===== config.mk =====
export PLATFORM = sky130hd
export DESIGN_NAME = mini_alu_core_p
export DESIGN_NICKNAME = d
export VERILOG_FILES = /design/src/rtl/mini_alu_core_p.sv
export SDC_FILE = /design/constraint.sdc
export NUM_CORES = 1
export LEC_CHECK = 0
export CAP_MARGIN = 20
export CORE_UTILIZATION = 33
export DETAILED_ROUTE_END_ITERATION = 6
export GPL_TIMING_DRIVEN = 1
export PLACE_DENSITY_LB_ADDON = 0.1
export SLEW_MARGIN = 20
export SYNTH_ARGS = -nofsm -noshare
export SYNTH_HDL_FRONTEND = slang
export SYNTH_SLANG_ARGS = --single-unit

===== constraint.sdc =====
create_clock -name Clock -period 8.99 [get_ports Clock]
set_input_delay 1.798 -clock Clock [delete_from_list [all_inputs] [get_ports Clock]]
set_output_delay 1.798 -clock Clock [all_outputs]
set_load 0.05 [all_outputs]

===== src/rtl/mini_alu_core_p.sv =====
// mini_alu_core_p: parametrised 2-stage fetch/execute core with a return stack and a generic I/O port.
// Define MINI_ALU_CORE_MUL_EN to execute opcode 15 as MUL; otherwise opcode 15 behaves as NOP.
module mini_alu_core_p #(
  parameter int unsigned DATA_W      = 16,
  parameter int unsigned ADDR_W      = 8,
  parameter int unsigned IP_W        = 16,
  parameter int unsigned STACK_DEPTH = 4,
  parameter int unsigned LED_W       = 8
) (
  input  logic                  Clock,
  input  logic                  Reset,
  output logic [IP_W-1:0]       oIP,
  input  logic [4+3*ADDR_W-1:0] iInstruction,
  output logic [ADDR_W-1:0]     oRdAddr0,
  output logic [ADDR_W-1:0]     oRdAddr1,
  input  logic [DATA_W-1:0]     iRdData0,
  input  logic [DATA_W-1:0]     iRdData1,
  output logic                  oWrEn,
  output logic [ADDR_W-1:0]     oWrAddr,
  output logic [DATA_W-1:0]     oWrData,
  output logic                  oIoWrite,
  output logic [ADDR_W-1:0]     oIoAddr,
  output logic [DATA_W-1:0]     oIoData,
  input  logic [DATA_W-1:0]     iIoData,
  output logic [LED_W-1:0]      oLed,
  output logic                  oStackErr
);

  localparam int unsigned SH_W  = (DATA_W > 1) ? $clog2(DATA_W) : 1;
  localparam int unsigned SP_W  = $clog2(STACK_DEPTH + 1);
  localparam int unsigned IDX_W = (STACK_DEPTH > 1) ? $clog2(STACK_DEPTH) : 1;
  localparam int unsigned INS_W = 4 + 3*ADDR_W;

  typedef enum logic [3:0] {
    OP_NOP  = 4'd0,
    OP_ADD  = 4'd1,
    OP_SUB  = 4'd2,
    OP_STO  = 4'd3,
    OP_BLE  = 4'd4,
    OP_JMP  = 4'd5,
    OP_CALL = 4'd6,
    OP_RET  = 4'd7,
    OP_LED  = 4'd8,
    OP_OUT  = 4'd9,
    OP_IN   = 4'd10,
    OP_AND  = 4'd11,
    OP_OR   = 4'd12,
    OP_XOR  = 4'd13,
    OP_SHL  = 4'd14,
    OP_MUL  = 4'd15
  } opcode_e;

  opcode_e           exOp;
  logic [ADDR_W-1:0] exDst;
  logic [ADDR_W-1:0] exSrc1;
  logic [ADDR_W-1:0] exSrc0;
  logic [IP_W-1:0]   ipReg;

  logic [IP_W-1:0]   stackMem [STACK_DEPTH];
  logic [SP_W-1:0]   sp;
  logic              stackFull;
  logic              stackEmpty;
  logic [IDX_W-1:0]  pushIdx;
  logic [IDX_W-1:0]  topIdx;

  logic              fwdValid;
  logic [ADDR_W-1:0] fwdAddr;
  logic [DATA_W-1:0] fwdData;

  logic [DATA_W-1:0] opA;
  logic [DATA_W-1:0] opB;
  logic [DATA_W-1:0] imm;
  logic [IP_W-1:0]   target;
  logic [DATA_W-1:0] res;
  logic              wrReq;
  logic              ioReq;
  logic              redirect;
  logic [IP_W-1:0]   redirTarget;

  assign oRdAddr0 = iInstruction[ADDR_W-1:0];
  assign oRdAddr1 = iInstruction[2*ADDR_W-1:ADDR_W];

  // The RAM returns stale data when last cycle's write hits the address being read.
  assign opA = (fwdValid && fwdAddr == exSrc1) ? fwdData : iRdData1;
  assign opB = (fwdValid && fwdAddr == exSrc0) ? fwdData : iRdData0;

  assign imm    = DATA_W'({exSrc1, exSrc0});
  assign target = IP_W'(exDst);

  assign stackFull  = (sp == SP_W'(STACK_DEPTH));
  assign stackEmpty = (sp == '0);
  assign pushIdx    = IDX_W'(sp);
  assign topIdx     = IDX_W'(sp - SP_W'(1));

  always_comb begin
    res         = '0;
    wrReq       = 1'b0;
    ioReq       = 1'b0;
    redirect    = 1'b0;
    redirTarget = target;
    case (exOp)
      OP_ADD: begin res = opA + opB; wrReq = 1'b1; end
      OP_SUB: begin res = opA - opB; wrReq = 1'b1; end
      OP_STO: begin res = imm;       wrReq = 1'b1; end
      OP_BLE: redirect = (opA <= opB);
      OP_JMP: redirect = 1'b1;
      OP_CALL: redirect = 1'b1;
      OP_RET: begin
        redirect    = 1'b1;
        redirTarget = stackEmpty ? '0 : stackMem[topIdx];
      end
      OP_OUT: ioReq = 1'b1;
      OP_IN:  begin res = iIoData;     wrReq = 1'b1; end
      OP_AND: begin res = opA & opB;   wrReq = 1'b1; end
      OP_OR:  begin res = opA | opB;   wrReq = 1'b1; end
      OP_XOR: begin res = opA ^ opB;   wrReq = 1'b1; end
      OP_SHL: begin res = opA << opB[SH_W-1:0]; wrReq = 1'b1; end
`ifdef MINI_ALU_CORE_MUL_EN
      OP_MUL: begin res = opA * opB;   wrReq = 1'b1; end
`endif
      default: ;
    endcase
  end

  assign oIP      = Reset ? '0 : (redirect ? redirTarget : ipReg);
  assign oWrEn    = wrReq & ~Reset;
  assign oWrAddr  = exDst;
  assign oWrData  = res;
  assign oIoWrite = ioReq & ~Reset;
  assign oIoAddr  = exDst;
  assign oIoData  = opA;

  always_ff @(posedge Clock) begin
    if (Reset) begin
      ipReg     <= '0;
      exOp      <= OP_NOP;
      exDst     <= '0;
      exSrc1    <= '0;
      exSrc0    <= '0;
      sp        <= '0;
      oLed      <= '0;
      oStackErr <= 1'b0;
      fwdValid  <= 1'b0;
      fwdAddr   <= '0;
      fwdData   <= '0;
    end else begin
      ipReg    <= oIP + IP_W'(1);
      exOp     <= opcode_e'(iInstruction[INS_W-1 -: 4]);
      exDst    <= iInstruction[3*ADDR_W-1:2*ADDR_W];
      exSrc1   <= iInstruction[2*ADDR_W-1:ADDR_W];
      exSrc0   <= iInstruction[ADDR_W-1:0];
      fwdValid <= oWrEn;
      fwdAddr  <= oWrAddr;
      fwdData  <= oWrData;
      if (exOp == OP_LED) oLed <= LED_W'(opA);
      if (exOp == OP_CALL) begin
        if (stackFull) oStackErr <= 1'b1;
        else           sp <= sp + SP_W'(1);
      end
      if (exOp == OP_RET) begin
        if (stackEmpty) oStackErr <= 1'b1;
        else            sp <= sp - SP_W'(1);
      end
    end
  end

  // Stack storage needs no reset: the pointer alone defines what is valid.
  always_ff @(posedge Clock) begin
    if (!Reset && exOp == OP_CALL && !stackFull) stackMem[pushIdx] <= ipReg;
  end

endmodule


# Word-level counts from Yosys, hierarchy flattened
# Memory sizes are Yosys's and may differ from the RTL's.
# Cells that the tools add are included.
[totals]
ff_bits = 81
latch_bits = 0
ram_bits = 64
mem_bits_ro = 0
in_bits = 78
out_inout_bits = 91
word_cells = 71
n_memories = 1
[classes]
n_addsub = 5
mul = 0
div = 0
order_cmp = 1
n_eq_ne = 17
n_shift = 1
n_mux = 20
bitwise_logic = 6
n_reduce_logical = 9
[mem_list]
columns = ["name", "words", "width", "rd", "rd_clocked_by_memory_dff", "write_ports", "line_no", "text"]
rows = [
  ["stackMem", 4, 16, 1, 0, 1, "59", "logic [IP_W-1:0] stackMem [STACK_DEPTH];"],
]
[op_table]
columns = ["operator", "count"]
rows = [
  ["$pmux 16 s8", 1],
  ["$mux 16", 6],
  ["$eq 4x4->1 const B", 7],
  ["$add 16x1->16 const B", 1],
  ["$add 16x16->16", 1],
  ["$and 16x16->16", 1],
  ["$eq 4x3->1 const B", 4],
  ["$eq 8x8->1", 2],
  ["$le 16x16->1", 1],
  ["$or 16x16->16", 1],
  ["$shl 16x4->16", 1],
  ["$sub 16x16->16", 1],
  ["$xor 16x16->16", 1],
  ["$mux 3", 4],
  ["$eq 4x2->1 const B", 2],
  ["$mux 1", 8],
  ["$reduce_or 8->1", 1],
  ["$eq 4x1->1 const B", 1],
  ["$logic_and 1x1->1", 4],
  ["$add 3x1->3 const B", 1],
  ["$eq 3x3->1 const B", 1],
  ["$logic_not 3->1", 1],
  ["$reduce_or 3->1", 1],
  ["$sub 3x1->3 const B", 1],
  ["4 further kinds", 6],
]

# Longest topological paths before layout
# Gate-level depths: netlist of the first run.
[logic_depth]
word_depth = 8
mapped_depth = 27
depth_no_buf = 23

# Worst setup path before layout of the first run
# Ideal clock, no wire load.
[synth_timing]
path_type = "flip-flop to output port"
start = "reg fwdAddr[4]"
end = "out oIP[0]"
arrival_ps = 6531
required_time_ps = 7192
path_slack_ps = 661
path_stages_with_launch = 20
path_buffers = 5
cell_sequence = "dfxtp_1 xnor2_1 nand4_1 nor3_1 clkbuf_1 clkbuf_1 buf_1 a21o_1 ha_1 clkbuf_1 nand2b_1 nor4_1 nor4_1 nand3_1 nor4b_2 and4bb_4 nor2_2 buf_2 nor2_1 nor3_1"
[synth_between]
elab_chain_cells = 7
word_cells_on_any_way = 10
classes_between = "1 x order compare; 2 x eq/ne; 5 x mux; 2 x reduce/logical"
[synth_rtl]
columns = ["element", "line_no", "text"]
rows = [
  ["start, declared", "67", "logic [ADDR_W-1:0] fwdAddr;"],
  ["start signal, assigned", "153", "fwdAddr <= oWrAddr;"],
  ["$eq 8x8->1", "84", "assign opA = (fwdValid && fwdAddr == exSrc1) ? fwdData : iRdData1;"],
  ["$logic_and 1x1->1", "84", ""],
  ["$mux 16", "84", ""],
  ["via oIoData[4]", "23", "output logic [DATA_W-1:0] oIoData,"],
  ["$le 16x16->1", "105", "OP_BLE: redirect = (opA <= opB);"],
  ["$pmux 1 s2", "101", "case (exOp)"],
  ["$mux 16 (2 in a row)", "125", "assign oIP = Reset ? '0 : (redirect ? redirTarget : ipReg);"],
  ["end, declared", "12", "output logic [IP_W-1:0] oIP,"],
]
# The timed path passes the listed nets, and every way through them passes these cells.

# Worst setup path in the final report of the first run
[layout_timing]
start = "reg exSrc1[4]"
end = "out oIP[6]"
[layout_between]
elab_chain_cells = 7
[layout_rtl]
columns = ["element", "line_no", "text"]
rows = [
  ["start, declared", "55", "logic [ADDR_W-1:0] exSrc1;"],
  ["start signal, assigned", "150", "exSrc1 <= iInstruction[2*ADDR_W-1:ADDR_W];"],
  ["$eq 8x8->1", "84", ""],
  ["$logic_and 1x1->1", "84", ""],
  ["$mux 16", "84", ""],
  ["$le 16x16->1", "105", ""],
  ["$pmux 1 s2", "101", ""],
  ["$mux 16 (2 in a row)", "125", ""],
]
# No other way between the ends.

==> results.cfg, run 1 <==
[run_status]
status = completed

[yosys]
async_flop_share = 0
synth.distinct_cells = 80
yosys_warnings = 0
yosysSeqAreaShare = 0.355
synthCells = 1092
synth.top_cell.area_share = 0.193
ys.flop_type = dfxtp_1
syn-cell-area_mm2 = 0.00997
synth_edf_count = 64
syn_area_per_cell_um2 = 9.13
synth_area_leaders = edfxtp_1, dfxtp_1, ha_1
synth_area_leader_cell = edfxtp_1
synth_seq_cells = 145
synth_nets = 1222

[worst_setup_path]
startpoint_type = flop
crit_start = exSrc1[4]
worst_setup_path_end_kind = primary output
worst_r2r_endpoint = ipReg[14]
required_ns = 7.19
path_cells = xnor2_1, nand4_1, nor3_2, buf_12, mux2i_1, ha_1, nor4b_1, buf_4, nand4_1, nor4b_2, and4bb_4, nor2_2, nor2_1, a211oi_2, clkdlybuf4s50_1
cp_max_fo = 31
r2r_cells = 22
r2r_start = exSrc1[4]
cpPeakStageDelay_ns = 0.86
slowest_stage = clkdlybuf4s50_1
crit_path_end = oIP[6]
crit_arrival_ns = 6.81
r2r_slack_ns = 1.39
cp_num_buf_inv = 3
critPathTopFamily = simple AND/OR/NAND/NOR gates
crit_cells = 15
critPathKind = flop to primary output
cp_common_cell = nand4_1

[clocking]
post_cts_buffers = 0
clockBufferDepth = 2
cts_resized = 0
cts_root_buf = clkbuf_16
cts_sinks = 145
holdBufCountCts = 0
clk-insertion-delay-late_ns = 0.45
h-tree-depth = 4
path_clk_slew_ns = 0.07
cts_inserted_buffers = 17
cts_tree = done

[sta]
rsz0062_at_grt = no
finalCritPeriodShare = 0.958
hold_viol = 0
worstMarginPinSlew_ns = 1.06
finalMaxSlewViolations = 0
skew_ns = 0.0142
slew_headroom = 0.293
setup_viol = 0
fin_tns_setup_ns = 0
finalCriticalPeriod_ns = 8.61
max_freq_mhz = 116

[place]
hpwl_mm = 28.2
io_buffer_count = 168
dp_cells = 1610
place.gp.congestion = 0.947

[layout]
diodes = 0
n_fill_cell = 2894
fin_util = 0.425
fin_cells = 1642
num-nets-final = 1369
drive_gt1_frac = 0.102
area_growth_syn_to_layout_pct = 26.6

[floorplanning]
pin_count = 169
die_w_um = 176
start_util = 0.336
die_h_um = 176
num_rows = 63
die-area_mm2 = 0.0309
fp.coreArea_mm2 = 0.0297

[global_routing]
grt_pass1_wl_mm = 55.0
grt-ovfl-total = 0
grt_util_all_layers = 0.238
grt_pass1_vias = 9029
antenna_found_initial = 0
grt_max_degree = 61

[power]
p_leak_nw = 4.87
p_per_area_mw_per_mm2 = 153
p_total_mw = 1.94
ir_worst_vdd_uv = 118

[min_path]
hold_class = flop to flop

[routing]
routed_wl_mm = 36.8
wl_per_cell_um = 22.4
route.vias.total = 9063
drc_errors = 0
ant_nets = 0
dr.pass1.iters = 6
avgViaCountPerCell = 5.52
drtIter0Drc = 716

[run]
max-cap-violations = 0
-- per-stage QoR --
step | instance area, µm² | hold slack [ns] | setup WS, ns
finish | 12600 | 0.483 | 0.378
global route | 12600 | 0.507 | 0.0275
detailed placement | 12000 | 0.473 | 0.506
CTS | 12600 | 0.484 | 0.361
floorplan | 9970 | 0.454 | 0.661
global placement | 12000 | 0.469 | 0.496
-- kinds of logic after synthesis --
family / Yosys count / share of synthesized area
compound gates: 250 / 0.181
flops: 145 / 0.355
fa+ha+maj: 52 / 0.0668
buf+inv: 131 / 0.0597
simple gates: 389 / 0.194
mux: 84 / 0.108
xor+xnor: 41 / 0.0360
-- layer usage --
metal	GRT usage	routed length, µm	vias up
met4	0.0764	769	0
met1	0.315	16500	4377
met2	0.397	17300	359
met3	0.0338	2240	44
li1	-	-	4283
met5	0	0	-
-- synth_stat cells, types with 25 or more instances --
library cell / instances
dfxtp_1: 81
mux2i_1: 50
clkbuf_1: 38
o211ai_1: 25
xnor2_1: 34
nand2_1: 121
inv_1: 58
a21oi_1: 42
nand3_1: 31
nor2b_1: 47
edfxtp_1: 64
o21ai_0: 32
ha_1: 50
nor2_1: 80
-- report_power, final --
| group | leakage, nW | internal (mW) | switching (mW) |
|---|---|---|---|
| combinational | 3.29 | 0.181 | 0.301 |
| clock | 0.291 | 0.395 | 0.336 |
| sequential | 1.29 | 0.701 | 0.0226 |
-- cell type report --
class	count	area [µm²]	share of cell area
timing repair buffer	200	1920	0.152
inverter	59	221	0.0175
clock inverter	15	168	0.0133
sequential	145	3540	0.281
multi-input combinational	816	5850	0.464
tap	390	488	0.0387
clock buffer	17	425	0.0337
-- flip-flops by register name (all words and copies together), names as in the netlist, 8 cells and up --
| signal | cells |
|---|---|
| fwdData | 16 |
| stackMem | 64 |
| oIoAddr | 8 |
| exSrc0 | 8 |
| exSrc1 | 8 |
| fwdAddr | 8 |
| ipReg | 16 |
| oLed | 8 |
-- how the worst min path moves through the flow --
stage	start	end	slack, ns	cells after the start
after floorplan	ipReg[13]	stackMem[0][13]	0.45	0
after global placement	oLed[4]	oLed[4]	0.47	2
after detailed placement	oLed[4]	oLed[4]	0.47	2
after CTS	oLed[4]	oLed[4]	0.48	2
after global routing	oLed[4]	oLed[4]	0.51	2
final	oLed[4]	oLed[4]	0.48	2
-- tightest hold or removal path, delay by kind of cell (launching register included) --
kind / cells / cell delay, ns
AO/OA/AOI/OAI: 1 / 0.06
AND/OR/NAND/NOR: 1 / 0.06
flip-flops: 1 / 0.32
-- layout by cell type (no fill, tap or decap), types with 31 or more instances in the layout --
| cell | synthesis | routed |
|---|---|---|
| nand2_1 | 121 | 121 |
| mux2i_1 | 50 | 50 |
| o21ai_0 | 32 | 32 |
| xnor2_1 | 34 | 34 |
| nor2b_1 | 47 | 47 |
| buf_4 | 24 | 33 |
| nor2_1 | 80 | 80 |
| ha_1 | 50 | 50 |
| dfxtp_1 | 81 | 81 |
| edfxtp_1 | 64 | 64 |
| clkdlybuf4s50_1 | 0 | 165 |
| nand3_1 | 31 | 31 |
| inv_1 | 58 | 58 |
| a21oi_1 | 42 | 42 |
Note: power is estimated with default switching activity, not from simulation.
==> inputs of run 2 (changes only) <==
--- a/config.mk
+++ b/config.mk
@@ -6,7 +6,7 @@
 export NUM_CORES = 1
 export LEC_CHECK = 0
 export CAP_MARGIN = 20
-export CORE_UTILIZATION = 33
+export CORE_UTILIZATION = 25
 export DETAILED_ROUTE_END_ITERATION = 6
 export GPL_TIMING_DRIVEN = 1
 export PLACE_DENSITY_LB_ADDON = 0.1
==> run 2 against run 1 <==
Net effect: critical path depth did not move; clock-buffer cell count did not move; clock power rose by 5.3%; final area rose by 1.3%.
==> results.cfg, run 2 (synthesized netlist as in run 1, its figures left out) <==
[sta]
slew_headroom = 0.317
finalCriticalPeriod_ns = 8.56
hold_viol = 0
finalCritPeriodShare = 0.952
max_freq_mhz = 117
finalMaxSlewViolations = 0
skew_ns = 0.0169
fin_tns_setup_ns = 0
setup_viol = 0
holdWs_ns = 0.478
worstMarginPinSlew_ns = 1.02
rsz0062_at_grt = no

[clocking]
clockBufferDepth = 2
holdBufCountCts = 0
h-tree-depth = 4
clk-insertion-delay-late_ns = 0.44
cts_inserted_buffers = 17
cts_resized = 0
post_cts_buffers = 0
cts_tree = done
path_clk_slew_ns = 0.06
cts_root_buf = clkbuf_16
cts_sinks = 145

[layout]
n_fill_cell = 4077
final_cell_mix = clkdlybuf4s50_1, nand2_1, dfxtp_1
largest-register = stackMem
num-nets-final = 1369
layout_commonest_cell = clkdlybuf4s50_1
area_growth_syn_to_layout_pct = 28.2
post-route-cell-area_mm2 = 0.0128
drive_gt1_frac = 0.102
diodes = 0
reg_top3 = stackMem (64), fwdData (16), ipReg (16)
fin_cells = 1770
largest_reg_flops = 64

[worst_setup_path]
cp_max_fo = 5
crit_arrival_ns = 6.76
cpPeakStageDelay_ns = 0.73
critPathKind = primary input to primary output
worst_setup_path_end_kind = primary output
slowest_stage = clkdlybuf4s50_1
path_cells = clkdlybuf4s50_1, a21oi_1, inv_1, ha_1, a21oi_1, o21ai_0, a2111oi_0, o21bai_1, a211oi_1, o31ai_1, a21o_1, a221o_1, a211oi_1, nand3_1, clkdlybuf4s50_1
required_ns = 7.19
startpoint_type = primary input

[power]
ir_worst_vdd_uv = 115
p_leak_nw = 4.88
p_per_area_mw_per_mm2 = 155
p_total_mw = 1.99

[routing]
route.vias.total = 9033
avgViaCountPerCell = 5.10
wl_per_cell_um = 22.8
ant_nets = 0
drtIter0Drc = 562
drc_errors = 0
routed_wl_mm = 40.3
dr.pass1.iters = 5

[floorplanning]
die_h_um = 202
fp.coreArea_mm2 = 0.0390
num_rows = 72
pin_count = 169
die_w_um = 202
die-area_mm2 = 0.0407
start_util = 0.256

[place]
placedInstanceArea_mm2 = 0.0122
io_buffer_count = 168
hpwl_mm = 31.4
dp_cells = 1738
place.gp.congestion = 0.912

[global_routing]
grt_max_degree = 50
grt-ovfl-total = 0
grt_pass1_wl_mm = 60.0
grt_util_all_layers = 0.198
antenna_found_initial = 0
grt_pass1_vias = 9181

[min_path]
hold_class = flop to flop

[run]
max-cap-violations = 0

[run_status]
status = completed
-- run 2: cell count changes in the layout (fill, tap and decap cells not counted) --
| cell | previous run | this run |
|---|---|---|
| buf_4 | 33 | 37 |
| inv_8 | 5 | 3 |
| nor3_1 | 17 | 18 |
| clkdlybuf4s50_1 | 165 | 162 |
| nor3_2 | 5 | 4 |
| bufinv_16 | 1 | 3 |
| clkinv_2 | 1 | 0 |
| clkinv_1 | 1 | 3 |
| clkinvlp_4 | 1 | 2 |
| buf_12 | 1 | 0 |
| clkinv_4 | 3 | 1 |
-- run 2: area by class of cell --
type / instances / area [µm²] / area share
Sequential cell: 145 / 3540 / 0.277
Clock buffer: 17 / 425 / 0.0333
Multi-Input combinational cell: 816 / 5850 / 0.457
Tap cell: 518 / 648 / 0.0507
Clock inverter: 15 / 198 / 0.0155
Timing Repair Buffer: 200 / 1900 / 0.149
Inverter: 59 / 221 / 0.0173
-- run 2: final timing paths --
path	from	to	slack, ns	cells past startpoint
hold reg to reg	oLed[4]	oLed[4]	0.48	2
setup / recovery	iRdData1[1]	oWrData[15]	0.43	15
setup reg to reg	exSrc1[7]	ipReg[14]	1.70	22
hold / removal	oLed[4]	oLed[4]	0.48	2
-- run 2: worst max-delay path, delay by kind of cell --
| kind | cells | cell delay [ns] |
|---|---|---|
| AO/OA/AOI/OAI | 10 | 3.23 |
| AND/OR/NAND/NOR | 1 | 0.11 |
| buffers and inverters | 3 | 1.36 |
| adder cells (fa/ha/maj) | 1 | 0.26 |
-- run 2: layer usage --
layer	GRT usage	part of all wire
met5	0	0
met1	0.269	0.46
met4	0.0647	0.026
met2	0.323	0.47
met3	0.0269	0.048
-- run 2: per-stage QoR --
| step | util | worst slack, ns |
|---|---|---|
| 3_3_place_gp | 0.312 | 0.600 |
| 2_1_floorplan | - | 0.661 |
| 5_1_grt | 0.328 | 0.0854 |
| 3_5_place_dp | 0.312 | 0.461 |
| 6_report | 0.328 | 0.432 |
| 4_1_cts | 0.328 | 0.453 |
-- run 2: report_power, final --
group,internal [mW],switching (mW),total (mW)
sequential,0.701,0.0228,0.724
clock,0.446,0.325,0.771
combinational,0.181,0.310,0.491
total,1.33,0.658,1.99
